<file path="config.mk">
export PLATFORM = sky130hd
export DESIGN_NAME = frame_rx_controller
export DESIGN_NICKNAME = d
export VERILOG_FILES = /design/src/rtl/frame_rx_pkg.sv /design/src/rtl/frame_rx_buffer.sv /design/src/rtl/frame_rx_controller.sv
export SDC_FILE = /design/constraint.sdc
export NUM_CORES = 1
export LEC_CHECK = 0
export CAP_MARGIN = 20
export CORE_ASPECT_RATIO = 0.5
export CORE_MARGIN = 3
export CORE_UTILIZATION = 40
export CTS_BUF_LIST = sky130_fd_sc_hd__clkbuf_8
export CTS_CLUSTER_DIAMETER = 50
export DETAILED_ROUTE_END_ITERATION = 10
export SYNTH_ARGS = -nofsm -noshare
export SYNTH_HDL_FRONTEND = slang
export SYNTH_SLANG_ARGS = --single-unit
export TNS_END_PERCENT = 20
</file>
<file path="constraint.sdc">
create_clock -name clk_i -period 3.9 [get_ports clk_i]
set_input_delay 0.78 -clock clk_i [delete_from_list [all_inputs] [get_ports clk_i]]
set_output_delay 0.78 -clock clk_i [all_outputs]
set_load 0.01 [all_outputs]
</file>
<file path="src/rtl/frame_rx_pkg.sv">
// Shared types and constants for the frame receive controller.
package frame_rx_pkg;

  typedef enum logic [2:0] {
    IDLE,
    LEN,
    PAYLOAD,
    CSUM,
    DELIVER
  } state_t;

  localparam logic [1:0] ERR_LEN     = 2'd0;
  localparam logic [1:0] ERR_CSUM    = 2'd1;
  localparam logic [1:0] ERR_OVERRUN = 2'd2;
  localparam logic [1:0] ERR_TIMEOUT = 2'd3;

  localparam logic [7:0] SOF_DEFAULT = 8'hA5;

  // Width of a counter that must hold values 0..max_len inclusive.
  function automatic int cnt_width(input int max_len);
    return $clog2(max_len + 1);
  endfunction

endpackage

</file>
<file path="src/rtl/frame_rx_buffer.sv">
// Payload buffer: one synchronous write port, one asynchronous read port.
// Contents are not reset; the controller only exposes them while delivering.
module frame_rx_buffer #(
  parameter int DATA_WIDTH = 8,
  parameter int DEPTH      = 16,
  parameter int AW         = 4
) (
  input  logic                  clk_i,
  input  logic                  wr_en_i,
  input  logic [AW-1:0]         wr_addr_i,
  input  logic [DATA_WIDTH-1:0] wr_data_i,
  input  logic [AW-1:0]         rd_addr_i,
  output logic [DATA_WIDTH-1:0] rd_data_o
);

  logic [DATA_WIDTH-1:0] mem_q [DEPTH];

  // Store one payload byte per strobe.
  always_ff @(posedge clk_i) begin
    if (wr_en_i) begin
      mem_q[wr_addr_i] <= wr_data_i;
    end
  end

  assign rd_data_o = mem_q[rd_addr_i];

endmodule

</file>
<file path="src/rtl/frame_rx_controller.sv">
// Frame receive controller: parses SOF | LEN | PAYLOAD | CSUM from the byte
// receiver, buffers the payload and streams good frames out over valid/ready.
// Optional feature: define FRAME_RX_TIMEOUT_EN to abort a frame whose byte
// gap reaches TIMEOUT_CYCLES.
//
// state   | meaning
// IDLE    | hunting for SOF, other bytes dropped
// LEN     | next strobe is the payload length
// PAYLOAD | writing payload bytes into the buffer
// CSUM    | next strobe is compared against the running sum
// DELIVER | streaming the buffer to the consumer
module frame_rx_controller
  import frame_rx_pkg::*;
#(
  parameter int                    DATA_WIDTH     = 8,
  parameter int                    MAX_LEN        = 16,
  parameter logic [DATA_WIDTH-1:0] SOF_BYTE       = DATA_WIDTH'(SOF_DEFAULT),
  parameter int                    TIMEOUT_CYCLES = 1024
) (
  input  logic                  clk_i,
  input  logic                  reset_i,
  input  logic [DATA_WIDTH-1:0] byte_i,
  input  logic                  byte_stb_i,
  output logic [DATA_WIDTH-1:0] data_o,
  output logic                  valid_o,
  input  logic                  ready_i,
  output logic                  last_o,
  output logic                  frame_ok_o,
  output logic                  frame_err_o,
  output logic [1:0]            err_code_o,
  output logic                  busy_o
);

  localparam int CNT_W = cnt_width(MAX_LEN);
  localparam int AW    = (MAX_LEN > 1) ? $clog2(MAX_LEN) : 1;

  state_t                state_q, state_d;
  logic [CNT_W-1:0]      len_q, wr_ptr_q, rd_ptr_q;
  logic [DATA_WIDTH-1:0] sum_q, rd_data;
  logic                  ovr_pend_q;
  logic                  len_bad, csum_bad, wr_last, rd_last, xfer, last_xfer;
  logic                  timeout_hit, buf_we;

  assign len_bad   = (byte_i == '0) || (byte_i > DATA_WIDTH'(MAX_LEN));
  assign csum_bad  = (byte_i != sum_q);
  assign wr_last   = (wr_ptr_q == len_q - CNT_W'(1));
  assign rd_last   = (rd_ptr_q == len_q - CNT_W'(1));
  assign xfer      = (state_q == DELIVER) && ready_i;
  assign last_xfer = xfer && rd_last;
  assign buf_we    = (state_q == PAYLOAD) && byte_stb_i;

`ifdef FRAME_RX_TIMEOUT_EN
  localparam int GAP_W = $clog2(TIMEOUT_CYCLES + 1);

  logic [GAP_W-1:0] gap_q;
  logic             in_frame;

  assign in_frame = (state_q == LEN) || (state_q == PAYLOAD) || (state_q == CSUM);

  // Count idle cycles since the last strobe while a frame is being parsed.
  always_ff @(posedge clk_i) begin
    if (!reset_i || !in_frame || byte_stb_i) begin
      gap_q <= '0;
    end else begin
      gap_q <= gap_q + GAP_W'(1);
    end
  end

  assign timeout_hit = in_frame && !byte_stb_i && (gap_q == GAP_W'(TIMEOUT_CYCLES - 1));
`else
  assign timeout_hit = 1'b0;
`endif

  frame_rx_buffer #(
    .DATA_WIDTH (DATA_WIDTH),
    .DEPTH      (MAX_LEN),
    .AW         (AW)
  ) u_buffer (
    .clk_i     (clk_i),
    .wr_en_i   (buf_we),
    .wr_addr_i (wr_ptr_q[AW-1:0]),
    .wr_data_i (byte_i),
    .rd_addr_i (rd_ptr_q[AW-1:0]),
    .rd_data_o (rd_data)
  );

  // State register.
  always_ff @(posedge clk_i) begin
    if (!reset_i) begin
      state_q <= IDLE;
    end else begin
      state_q <= state_d;
    end
  end

  // Next-state: everything but DELIVER advances on a byte strobe.
  always_comb begin
    state_d = state_q;
    case (state_q)
      IDLE:    if (byte_stb_i && (byte_i == SOF_BYTE)) state_d = LEN;
      LEN:     if (byte_stb_i) state_d = len_bad ? IDLE : PAYLOAD;
      PAYLOAD: if (byte_stb_i && wr_last) state_d = CSUM;
      CSUM:    if (byte_stb_i) state_d = csum_bad ? IDLE : DELIVER;
      DELIVER: if (last_xfer) state_d = IDLE;
      default: state_d = IDLE;
    endcase
    if (timeout_hit) state_d = IDLE;
  end

  // Length, pointers, running checksum and the deferred overrun flag.
  always_ff @(posedge clk_i) begin
    if (!reset_i) begin
      len_q      <= '0;
      wr_ptr_q   <= '0;
      rd_ptr_q   <= '0;
      sum_q      <= '0;
      ovr_pend_q <= 1'b0;
    end else begin
      // An overrun strobe landing on the final transfer would collide with
      // frame_ok_o, so its error pulse is pushed into the following IDLE cycle.
      ovr_pend_q <= (state_q == DELIVER) && byte_stb_i && last_xfer;
      case (state_q)
        LEN: begin
          if (byte_stb_i && !len_bad) begin
            len_q    <= byte_i[CNT_W-1:0];
            sum_q    <= byte_i;
            wr_ptr_q <= '0;
          end
        end
        PAYLOAD: begin
          if (byte_stb_i) begin
            wr_ptr_q <= wr_ptr_q + CNT_W'(1);
            sum_q    <= sum_q + byte_i;
          end
        end
        CSUM: begin
          if (byte_stb_i) rd_ptr_q <= '0;
        end
        DELIVER: begin
          if (xfer) rd_ptr_q <= rd_ptr_q + CNT_W'(1);
        end
        default: ;
      endcase
    end
  end

  // Outputs: stream signals from DELIVER, error pulses in the offending cycle.
  always_comb begin
    valid_o     = 1'b0;
    data_o      = '0;
    last_o      = 1'b0;
    frame_ok_o  = 1'b0;
    frame_err_o = 1'b0;
    err_code_o  = ERR_LEN;
    busy_o      = (state_q != IDLE);
    case (state_q)
      IDLE: begin
        if (ovr_pend_q) begin
          frame_err_o = 1'b1;
          err_code_o  = ERR_OVERRUN;
        end
      end
      LEN: begin
        if (byte_stb_i && len_bad) begin
          frame_err_o = 1'b1;
          err_code_o  = ERR_LEN;
        end
      end
      CSUM: begin
        if (byte_stb_i && csum_bad) begin
          frame_err_o = 1'b1;
          err_code_o  = ERR_CSUM;
        end
      end
      DELIVER: begin
        valid_o    = 1'b1;
        data_o     = rd_data;
        last_o     = rd_last;
        frame_ok_o = last_xfer;
        if (byte_stb_i && !last_xfer) begin
          frame_err_o = 1'b1;
          err_code_o  = ERR_OVERRUN;
        end
      end
      default: ;
    endcase
    if (timeout_hit) begin
      frame_err_o = 1'b1;
      err_code_o  = ERR_TIMEOUT;
    end
  end

endmodule
</file>
==> impl_metrics.yaml, run 1 <==
layout:
  finalInstanceArea_um2: 8030
  nFillCells: 1404
  nets: 518
  drive_gt1_share_pct: 21.4
  stdcell_count: 732
  area_delta_synth_final_pct: 15.7
  diodes: 0
  finish.utilization_pct: 48.1
worst_setup_path:
  crit_type: "in -> out"
  startpoint_type: "input pin"
  cp-end-kind: "output pin"
  path_max_fanout: 3
  critical-path-slowest-cell: "clkdlybuf4s50_1"
  cpPeakStageDelay_ns: 0.63
  path_buf_inv: 2
  critPathRequiredTime_ns: 3.12
  path_common_cell: "clkdlybuf4s50_1"
  cp_cell_sequence: "clkdlybuf4s50_1, ha_1, nor3_1, and3_1, nor2_1, a21oi_1, o211ai_1, clkdlybuf4s50_1"
  cp_top_family: "buffers and inverters"
  arrival_ns: 2.93
clocking:
  cts_tree: "done"
  cts_hold_buf: 0
  clock_sinks: 159
  htreeDepth: 4
  cts_buffer_depth: 2
  cts.clk_slew.worst_paths_ns: 0.09
  cts_root_buf: "clkbuf_8"
  insertion_delay_ns: 0.45
  cts_made_buffers: 17
routing:
  drt_wl_total_mm: 15.3
  dr.pass1.iters: 5
  post_drt_wl_per_cell_um: 20.9
  vias_per_cell: 5.35
  drt_iter0_drc: 436
  final_antenna_net_count: 0
  vias: 3913
  drc: 0
synth:
  synth_area_um2: 6930
  yosys_warnings: 0
  ys.flop_type: "edfxtp_1"
  ys_seq_area_share_pct: 64.4
  synth_fp_nets: 464
  synthArstFlopShare_pct: 0
  avgSynthCellArea_um2: 15.8
  synth_seq_cells: 159
  synth_edf_count: 128
  synthCells: 438
  yosysUniqueCellTypes: 52
die:
  die_area_um2: 19000
  core_area_um2: 16700
  die_height_um: 99.1
  start_util_pct: 41.6
  boundaryPins: 27
  num_rows: 33
  dieWidth_um: 192
timing:
  slew-limit-headroom_pct: 36.3
  period_needed_ns: 3.71
  fin_setup_tns_ns: 0
  setup_violations: 0
  finalMaxSlewViolations: 0
  grt_setup_unrepaired: "no"
  final-hold-violation-count: 0
  setup_slack_ns: 0.195
  min_period_over_period_pct: 95.0
  worst_pin_slew_ns: 0.952
  skew_ns: 0.0166
  hold_slack_ns: 0.488
  max_freq_mhz: 270
grt:
  grt_pass1_vias: 3862
  overflow: 0
  antenna_found_initial: 0
  grt_pass1_wl_mm: 23.4
  track_usage_pct: 17.0
  grt_max_degree: 33
run:
  max_cap_violations: 0
placed_design:
  place_inst: 700
  portBuffers: 26
  placed_cell_area_um2: 7630
  dp_hpwl_mm: 9.92
  routabilityCongestion: 0.838
  place_ws_ns: 0.0248
min_path:
  min_path_type: "reg -> reg"
pwr:
  power_leakage_nw: 2.64
  vdd_ir_drop_max_uv: 206
  p_per_area_nw_per_um2: 383
  power_mw: 3.07
status:
  status: "finished clean"
==> layout by cell type, fill, tap and decap left out, drive strengths merged, types with 3 or more instances in the layout <==
master,count
a21boi,6
a21o,3
a21oi,5
and2,11
and3,5
buf,32
clkbuf,17
clkdlybuf4s50,25
clkinv,4
clkinvlp,3
dfxtp,31
edfxtp,128
ha,13
inv,19
mux2i,6
mux4,40
nand2,17
nand2b,3
nand3,6
nand3b,3
nand4,6
nor2,27
nor2b,7
nor3,12
nor3b,4
nor4,4
o21a,7
o21ai,11
xnor2,11
xor2,8
==> final timing paths <==
kind / start / end / slack (ns) / depth (start not counted)
max: byte_i[0] / frame_err_o / 0.19 / 8
min: sum_q[5] / sum_q[5] / 0.49 / 2
max reg2reg: state_q[1] / u_buffer.mem_q[11][6] / 1.73 / 4
min reg2reg: sum_q[5] / sum_q[5] / 0.49 / 2
==> cells in the mapped netlist (all sizes together) (2+ instances only) <==
library cell | instances | area (µm²)
and3 | 5 | 31.3
mux2i | 6 | 60.1
edfxtp | 128 | 3840
nor3 | 12 | 60.1
o21ai | 11 | 55.1
a21oi | 5 | 25.0
buf | 10 | 62.6
or3 | 2 | 12.5
a21boi | 6 | 45.0
nor4bb | 2 | 20.0
inv | 11 | 41.3
nand2b | 3 | 18.8
ha | 13 | 163
nor4b | 2 | 17.5
nand4 | 6 | 37.5
dfxtp | 31 | 621
nor2 | 27 | 101
nand3b | 3 | 22.5
nand2 | 17 | 63.8
nor4 | 4 | 25.0
xnor2 | 11 | 96.3
nor2b | 7 | 43.8
nand4bb | 2 | 22.5
mux4 | 40 | 901
nand3 | 6 | 30.0
o221a | 2 | 22.5
xor2 | 8 | 70.1
o21a | 7 | 52.6
clkbuf | 13 | 48.8
o211a | 2 | 20.0
and2 | 11 | 68.8
a21o | 3 | 22.5
a211oi | 2 | 15.0
nor3b | 4 | 30.0
==> registers in the layout, indices dropped and copies added, names as in the netlist, named ones only <==
name            cells
sum_q               8
state_q             3
u_buffer.mem_q    128
ovr_pend_q          1
wr_ptr_q            5
rd_ptr_q            5
len_q               5
==> where the power goes <==
part	switching, mW	total [mW]	internal [mW]
Sequential	0.000187	1.83	1.83
Clock	0.694	1.17	0.477
Combinational	0.0459	0.0743	0.0284
==> kinds of logic (layout without fill, tap and decap cells) <==
family | after synthesis | count (layout) | share of synthesized area (%)
compound gates | 47 | 47 | 4.78
xor+xnor | 20 | 20 | 2.72
fa+ha+maj | 14 | 14 | 2.63
buf+inv | 34 | 101 | 2.20
flops | 159 | 159 | 64.4
mux | 46 | 46 | 13.9
simple gates | 118 | 118 | 9.42
==> layout make-up <==
cell class | count | area (µm²) | share of cell area (%)
Sequential cell | 159 | 4470 | 55.7
Clock inverter | 15 | 153 | 1.90
Multi-Input combinational cell | 245 | 2320 | 28.9
Timing Repair Buffer | 58 | 528 | 6.58
Tap cell | 227 | 284 | 3.54
Inverter | 11 | 41.3 | 0.514
Clock buffer | 17 | 234 | 2.92
==> routing by layer <==
metal | up-vias | GRT usage (%) | routed length, µm
met1 | 1975 | 24.8 | 7150
met3 | 15 | 3.94 | 883
met4 | 0 | 4.42 | 175
li1 | 1820 | - | -
met2 | 103 | 26.0 | 7070
met5 | - | 0 | 0
==> timing repair <==
action,in CTS,in global routing
endpoints found under the hold margin,0,0
setup endpoints to repair,0,2
resized for setup,0,2
buffers inserted,0,0
==> tightest hold or removal path, delay by kind of cell (launching register included) <==
kind            cells  cell delay (ns)
simple gates        1             0.06
compound gates      1             0.06
flops               1             0.33
Power figures use the tool's default switching activity.
==> run 2, diff against run 1 <==
Settings changed: HOLD_SLACK_MARGIN from default to 0.12.
==> results of run 2 <==
Final layout, timing and power as in run 1 (identical DEF).
